[src/rtl/mul_arb_pkg.sv]
// Shared types and widths for the multiplier arbiter slice.
package mul_arb_pkg;

    localparam int OPW  = 32;
    localparam int RESW = 64;
    localparam int CNTW = 8;

    typedef enum logic [1:0] {
        ST_IDLE  = 2'd0,
        ST_RUN   = 2'd1,
        ST_CLEAR = 2'd2
    } state_t;

    // Port index to a two-bit one-hot vector.
    function automatic logic [1:0] onehot2(input logic id);
        return id ? 2'b10 : 2'b01;
    endfunction

endpackage

[src/rtl/mul_arbiter_if.sv]
// Requester-side and multiplier-side signals of the arbiter.
// slave: the arbiter itself; master: requesters plus multiplier.
interface mul_arbiter_if;
    import mul_arb_pkg::*;

    logic            req0;
    logic            req1;
    logic [OPW-1:0]  a0;
    logic [OPW-1:0]  b0;
    logic [OPW-1:0]  a1;
    logic [OPW-1:0]  b1;
    logic            ack0;
    logic            ack1;
    logic            done0;
    logic            done1;
    logic [RESW-1:0] res;
    logic            err;
    logic [OPW-1:0]  m_multiplier;
    logic [OPW-1:0]  m_multiplicand;
    logic            m_op_start;
    logic            m_op_clear;
    logic            m_op_done;
    logic [RESW-1:0] m_result;

    modport slave (
        input  req0, req1, a0, b0, a1, b1, m_op_done, m_result,
        output ack0, ack1, done0, done1, res, err,
               m_multiplier, m_multiplicand, m_op_start, m_op_clear
    );

    modport master (
        output req0, req1, a0, b0, a1, b1, m_op_done, m_result,
        input  ack0, ack1, done0, done1, res, err,
               m_multiplier, m_multiplicand, m_op_start, m_op_clear
    );

endinterface

[src/rtl/mul_arbiter_rr_arb2.sv]
// Two-port round-robin grant: a lone request wins, a tie goes to
// the port that was not granted last.
module rr_arb2 (
    input  logic [1:0] req,
    input  logic       last_gnt,
    output logic [1:0] gnt,
    output logic       gnt_id
);

    // Pick the winner from the current request pair and grant history.
    always_comb begin
        // NOTE: every output gets a default first, so no path through
        // the case leaves a signal unassigned and infers a latch.
        gnt    = 2'b00;
        gnt_id = 1'b0;
        case (req)
            2'b01: begin
                gnt    = 2'b01;
                gnt_id = 1'b0;
            end
            2'b10: begin
                gnt    = 2'b10;
                gnt_id = 1'b1;
            end
            2'b11: begin
                gnt_id = ~last_gnt;
                gnt    = last_gnt ? 2'b01 : 2'b10;
            end
            default: ;
        endcase
    end

endmodule

[src/rtl/mul_arbiter.sv]
// Round-robin arbiter and sequencer in front of the shared 32x32
// multiplier: grants one requester, runs the start/clear handshake,
// returns the product and aborts a multiply that never finishes.
module mul_arbiter
    import mul_arb_pkg::*;
#(
    parameter int TIMEOUT = 64
) (
    input  logic          clk,
    input  logic          reset,
    mul_arbiter_if.slave  bus
);

    localparam logic [CNTW-1:0] LAST_CNT = CNTW'(TIMEOUT - 1);

    state_t          r_state;
    logic            r_last_gnt;
    logic            r_owner;
    logic [CNTW-1:0] r_cnt;
    logic [OPW-1:0]  r_mult;
    logic [OPW-1:0]  r_mcand;
    logic [RESW-1:0] r_res;
    logic [1:0]      r_ack;
    logic [1:0]      r_done;
    logic            r_err;
    logic            r_start;

    logic [1:0]      w_gnt;
    logic            w_gnt_id;
    logic            w_timeout;

    rr_arb2 u_rr_arb2 (
        .req      ({bus.req1, bus.req0}),
        .last_gnt (r_last_gnt),
        .gnt      (w_gnt),
        .gnt_id   (w_gnt_id)
    );

    assign w_timeout = (r_cnt == LAST_CNT);

    // Main sequencer: grant in IDLE, wait for the product in RUN, report in CLEAR.
    always_ff @(posedge clk) begin
        // NOTE: all state here uses non-blocking assignments so every
        // register sees the pre-edge values of the others.
        if (reset) begin
            r_state    <= ST_IDLE;
            r_last_gnt <= 1'b1;
            r_owner    <= 1'b0;
            r_cnt      <= '0;
            r_mult     <= '0;
            r_mcand    <= '0;
            r_res      <= '0;
            r_ack      <= 2'b00;
            r_done     <= 2'b00;
            r_err      <= 1'b0;
            r_start    <= 1'b0;
        end else begin
            // Pulses last one cycle unless re-armed below.
            r_ack  <= 2'b00;
            r_done <= 2'b00;
            r_err  <= 1'b0;
            case (r_state)
                ST_IDLE: begin
                    if (|w_gnt) begin
                        r_owner    <= w_gnt_id;
                        r_last_gnt <= w_gnt_id;
                        r_mult     <= w_gnt_id ? bus.a1 : bus.a0;
                        r_mcand    <= w_gnt_id ? bus.b1 : bus.b0;
                        r_ack      <= w_gnt;
                        r_start    <= 1'b1;
                        r_cnt      <= '0;
                        r_state    <= ST_RUN;
                    end
                end
                ST_RUN: begin
                    r_cnt <= r_cnt + CNTW'(1);
                    // A product arriving on the last busy cycle beats the abort.
                    if (bus.m_op_done) begin
                        r_res   <= bus.m_result;
                        r_start <= 1'b0;
                        r_done  <= onehot2(r_owner);
                        r_state <= ST_CLEAR;
                    end else if (w_timeout) begin
                        r_res   <= '0;
                        r_err   <= 1'b1;
                        r_start <= 1'b0;
                        r_done  <= onehot2(r_owner);
                        r_state <= ST_CLEAR;
                    end
                end
                ST_CLEAR: begin
                    r_state <= ST_IDLE;
                end
                default: begin
                    r_state <= ST_IDLE;
                end
            endcase
        end
    end

    // Clear is the only unregistered output so reset purges the multiplier at once.
    assign bus.m_op_clear     = reset | (r_state == ST_CLEAR);
    assign bus.m_op_start     = r_start;
    assign bus.m_multiplier   = r_mult;
    assign bus.m_multiplicand = r_mcand;
    assign bus.ack0           = r_ack[0];
    assign bus.ack1           = r_ack[1];
    assign bus.done0          = r_done[0];
    assign bus.done1          = r_done[1];
    assign bus.err            = r_err;
    assign bus.res            = r_res;

endmodule

[src/flat_wrapper.sv]
// flat-port wrapper written by rule: the top's interface ports become plain ports
module mul_arbiter_flat import mul_arb_pkg::*;
#(
    parameter int TIMEOUT = 64
)
  (clk, reset, bus_req0, bus_req1, bus_a0, bus_b0, bus_a1, bus_b1, bus_m_op_done, bus_m_result, bus_ack0, bus_ack1, bus_done0, bus_done1, bus_res, bus_err, bus_m_multiplier, bus_m_multiplicand, bus_m_op_start, bus_m_op_clear);
  mul_arbiter_if bus_i ();
  input  logic clk;
  input  logic reset;
  input wire logic [$bits(bus_i.req0)-1:0] bus_req0;
  input wire logic [$bits(bus_i.req1)-1:0] bus_req1;
  input wire logic [$bits(bus_i.a0)-1:0] bus_a0;
  input wire logic [$bits(bus_i.b0)-1:0] bus_b0;
  input wire logic [$bits(bus_i.a1)-1:0] bus_a1;
  input wire logic [$bits(bus_i.b1)-1:0] bus_b1;
  input wire logic [$bits(bus_i.m_op_done)-1:0] bus_m_op_done;
  input wire logic [$bits(bus_i.m_result)-1:0] bus_m_result;
  output wire logic [$bits(bus_i.ack0)-1:0] bus_ack0;
  output wire logic [$bits(bus_i.ack1)-1:0] bus_ack1;
  output wire logic [$bits(bus_i.done0)-1:0] bus_done0;
  output wire logic [$bits(bus_i.done1)-1:0] bus_done1;
  output wire logic [$bits(bus_i.res)-1:0] bus_res;
  output wire logic [$bits(bus_i.err)-1:0] bus_err;
  output wire logic [$bits(bus_i.m_multiplier)-1:0] bus_m_multiplier;
  output wire logic [$bits(bus_i.m_multiplicand)-1:0] bus_m_multiplicand;
  output wire logic [$bits(bus_i.m_op_start)-1:0] bus_m_op_start;
  output wire logic [$bits(bus_i.m_op_clear)-1:0] bus_m_op_clear;
  assign bus_i.req0 = bus_req0;
  assign bus_i.req1 = bus_req1;
  assign bus_i.a0 = bus_a0;
  assign bus_i.b0 = bus_b0;
  assign bus_i.a1 = bus_a1;
  assign bus_i.b1 = bus_b1;
  assign bus_i.m_op_done = bus_m_op_done;
  assign bus_i.m_result = bus_m_result;
  assign bus_ack0 = bus_i.ack0;
  assign bus_ack1 = bus_i.ack1;
  assign bus_done0 = bus_i.done0;
  assign bus_done1 = bus_i.done1;
  assign bus_res = bus_i.res;
  assign bus_err = bus_i.err;
  assign bus_m_multiplier = bus_i.m_multiplier;
  assign bus_m_multiplicand = bus_i.m_multiplicand;
  assign bus_m_op_start = bus_i.m_op_start;
  assign bus_m_op_clear = bus_i.m_op_clear;
  mul_arbiter #(.TIMEOUT(TIMEOUT)) u_core (.clk(clk), .reset(reset), .bus(bus_i));
endmodule
[config.mk]
export PLATFORM = sky130hd
export DESIGN_NAME = mul_arbiter_flat
export DESIGN_NICKNAME = d
export VERILOG_FILES = /design/src/rtl/mul_arb_pkg.sv /design/src/rtl/mul_arbiter_if.sv /design/src/rtl/mul_arbiter_rr_arb2.sv /design/src/rtl/mul_arbiter.sv /design/src/flat_wrapper.sv
export SDC_FILE = /design/constraint.sdc
export NUM_CORES = 1
export LEC_CHECK = 0
export CAP_MARGIN = 20
export CORE_ASPECT_RATIO = 0.6
export CORE_UTILIZATION = 41
export DETAILED_ROUTE_END_ITERATION = 10
export GPL_TIMING_DRIVEN = 1
export PLACE_DENSITY = 0.92
export SLEW_MARGIN = 20
export SYNTH_ARGS = -nofsm -noshare
export SYNTH_HDL_FRONTEND = slang
export SYNTH_SLANG_ARGS = --single-unit
[constraint.sdc]
create_clock -name clk -period 2.56 [get_ports clk]
set_clock_uncertainty 0.1 [all_clocks]
set_input_delay 0.512 -clock clk [delete_from_list [all_inputs] [get_ports clk]]
set_output_delay 0.512 -clock clk [all_outputs]
set_load 0.01 [all_outputs]
==> results of run 1 <==
[sequential cells by signal (all words and copies together) (netlist names)]
| signal | flops |
|---|---|
| u_core.r_last_gnt | 1 |
| u_core.r_cnt | 8 |
| u_core.r_state | 2 |
| u_core.r_ack | 2 |
| u_core.r_done | 2 |
| u_core.bus.m_multiplier | 32 |
| u_core.bus.m_op_start | 1 |
| u_core.bus.res | 64 |
| u_core.bus.m_multiplicand | 32 |
| u_core.bus.err | 1 |
| u_core.r_owner | 1 |
[stage by stage]
stage	instance area, um^2	power (mW)	setup WS, ps	util (%)	std cells
detailed placement	10020	4.265	24.10	64.28	1153
global route	10610	6.968	196.9	68.03	1185
global placement	10020	4.219	118.8	64.28	1153
floorplan	6650	3.371	778.1	-	684
finish	10610	6.671	245.1	68.03	1185
CTS	10610	6.712	234.6	68.03	1185
[Yosys cell counts (2+ instances only)]
master | instances | area, um^2
nand3_1 | 5 | 25.02
nand2b_1 | 3 | 18.77
mux2i_1 | 64 | 640.6
inv_1 | 3 | 11.26
o22ai_1 | 35 | 219.0
a21oi_1 | 133 | 665.6
a311oi_1 | 4 | 35.03
o22ai_2 | 29 | 362.9
clkbuf_1 | 30 | 112.6
a211oi_1 | 128 | 960.9
a41oi_1 | 2 | 17.52
buf_4 | 7 | 52.55
nand4_1 | 2 | 12.51
buf_6 | 12 | 135.1
nor2_1 | 6 | 22.52
buf_1 | 6 | 22.52
a31oi_1 | 3 | 18.77
buf_2 | 28 | 140.1
o21ai_0 | 8 | 40.04
nor3_1 | 3 | 15.01
nand2_1 | 5 | 18.77
nor3b_1 | 3 | 22.52
nand3b_1 | 2 | 15.01
dfxtp_1 | 146 | 2923
or2_2 | 2 | 12.51
[final cells by class]
type	count	area share [%]
Tap cell	203	2.395
Sequential cell	146	27.56
Inverter	4	0.1416
Multi-Input combinational cell	451	30.84
Clock buffer	20	4.400
Clock inverter	12	1.121
Timing Repair Buffer	349	33.55
[metal layers]
metal	vias up	routed length [um]	GRT usage [%]
li1	3246	-	-
met1	3258	9415	31.99
met2	249	11050	44.89
met3	18	1448	6.243
met4	0	208	6.268
met5	-	0	0
[worst max-delay path, stage by stage, from the launching register on]
cell             delay, ps
dfxtp_1                550
a21o_1                 170
clkdlybuf4s50_1        580
[worst paths after layout]
check	depth (start not counted)	slack (ps)	endpoint
setup / recovery	2	250	bus_m_op_clear
hold / removal	1	400	u_core.r_done[0]$_SDFF_PP0_
setup reg to reg	5	470	u_core.bus.res[53]$_SDFFE_PP0P_
hold reg to reg	1	400	u_core.r_done[0]$_SDFF_PP0_
[power by group through the flow]
stage	combinational [mW]	sequential, mW	clock, mW
3_3_place_gp	1.59	2.63	0
4_1_cts	1.64	2.59	2.48
2_1_floorplan	0.660	2.71	0
3_5_place_dp	1.63	2.63	0
5_1_grt	1.75	2.61	2.61
6_report	1.63	2.59	2.45
[kinds of logic (layout without fill, tap and decap cells)]
group | after synthesis | in the layout | synth area share, %
AOI/OAI and AO/OA | 347 | 347 | 35.54
DFF | 146 | 146 | 43.95
buffers and inverters | 87 | 385 | 7.187
muxes | 64 | 64 | 9.633
and+or+nand+nor | 39 | 39 | 3.499
adders and majority gates | 1 | 1 | 0.1881
==> impl_metrics.yaml, run 1 <==
cts:
  cts.clk_slew.worst_paths_ps: 60
  ctsHoldBuffers: 0
  postCtsSetupBuffers: 0
  clkLatencyLatePin_ps: 410
  tritoncts: "built"
  cts_resized: 0
  clock_tree.buffer_depth: 2
  cts-root-buf: "clkbuf_16"
  cts_sinks: 146
  htree_levels: 4
  cts_made_buffers: 17
layout:
  multi_input_area_um2: 3271
  areaGrowthSynthToFinish_pct: 59.49
  diodes: 0
  drive_gt1_share_pct: 9.165
  fillCellCount: 1191
  layout_commonest_cell: "clkdlybuf4s50_1"
  layout_common_cells: "330 x clkdlybuf4s50_1, 146 x dfxtp_1, 133 x a21oi_1"
  seqCellArea_um2: 2923
  final_net_count: 1167
timing:
  period_needed_ps: 2315
  max-slew-margin-rel_pct: 40.33
  fmax_mhz: 432.0
  final.setup.tns_ps: 0
  report.final.slew_viol_count: 0
  timing.hold.ws_ps: 401.1
  finalCritPeriodShare_pct: 90.43
  tightestPinTransition_ps: 895.1
  hold_viol: 0
  setup_viol: 0
  grt_setup_unrepaired: "no"
critical_path:
  crit_path_start_kind: "register"
  required_ps: 1950
  end_kind: "output pin"
  crit_start: "u_core.r_state[1]$_SDFFE_PP0P_"
  crit_fanout: 10
  reg2reg_from: "u_core.r_cnt[0]$_SDFFE_PP0P_"
  critPathKind: "register to output pin"
  crit_arrival_ps: 1700
die:
  die-area_um2: 16750
  initial_core_util_pct: 42.66
  core_area_um2: 15590
  boundaryPins: 332
  fp.dieH_um: 100.7
  rows: 35
  die_w_um: 166.4
synthesis:
  syn-mean-instance-area_um2: 9.722
  synth-seq-area-share_pct: 43.95
  synth_ff_type: "dfxtp_1"
  syn_nets: 882
  synth_area_um2: 6650
  synthArstFlopShare_pct: 0
  synthCells: 684
  synth.distinct_cells: 40
  synth_seq_cells: 146
  ys_warn_count: 0
  synth_edf_count: 0
detailed_routing:
  wl_mm: 22.12
  first_iter_violations: 657
  ant_nets: 0
  wire_per_inst_um: 18.66
  vias: 6771
  firstDrtPassIters: 9
  drc_errors: 18
  avgViaCountPerCell: 5.714
global_routing:
  grt_pass1_wl_mm: 34.43
  grt_max_degree: 82
  overflow: 0
  grt_pass1_vias: 6448
  antenna_found_initial: 0
  gr-usage-all-layers_pct: 25.66
run_status:
  violations: "DRC"
  status: "finished with violations"
power_and_ir_drop:
  combPwrFrac_pct: 24.5
  power_switching_mw: 1.870
  clockPowerShare_pct: 36.7
  p_seq_share_pct: 38.8
  power_density_nw_per_um2: 629.0
  ir_drop_v: 0.0003886
  leakage_nw: 3.619
  internal_power_mw: 4.801
  switching_share_pct: 28.03
placed_design:
  dpl.hpwl_mm: 14.94
  gp_congestion: 0.7770
  portBuffers: 331
hold_path:
  worstHoldStart: "u_core.r_owner$_SDFFE_PP0P_"
  hold_class: "register to register"
flow_run:
  maxCapViolCount: 0
Note: power is estimated with default switching activity, not from simulation.
==> run 2, diff against run 1 <==
--- a/config.mk
+++ b/config.mk
@@ -8,6 +8,7 @@
 export CAP_MARGIN = 20
 export CORE_ASPECT_RATIO = 0.6
 export CORE_UTILIZATION = 41
+export CTS_CLUSTER_SIZE = 28
 export DETAILED_ROUTE_END_ITERATION = 10
 export GPL_TIMING_DRIVEN = 1
 export PLACE_DENSITY = 0.92
==> results of run 2 <==
No change in the layout: final DEF, timing and power equal those of run 1.
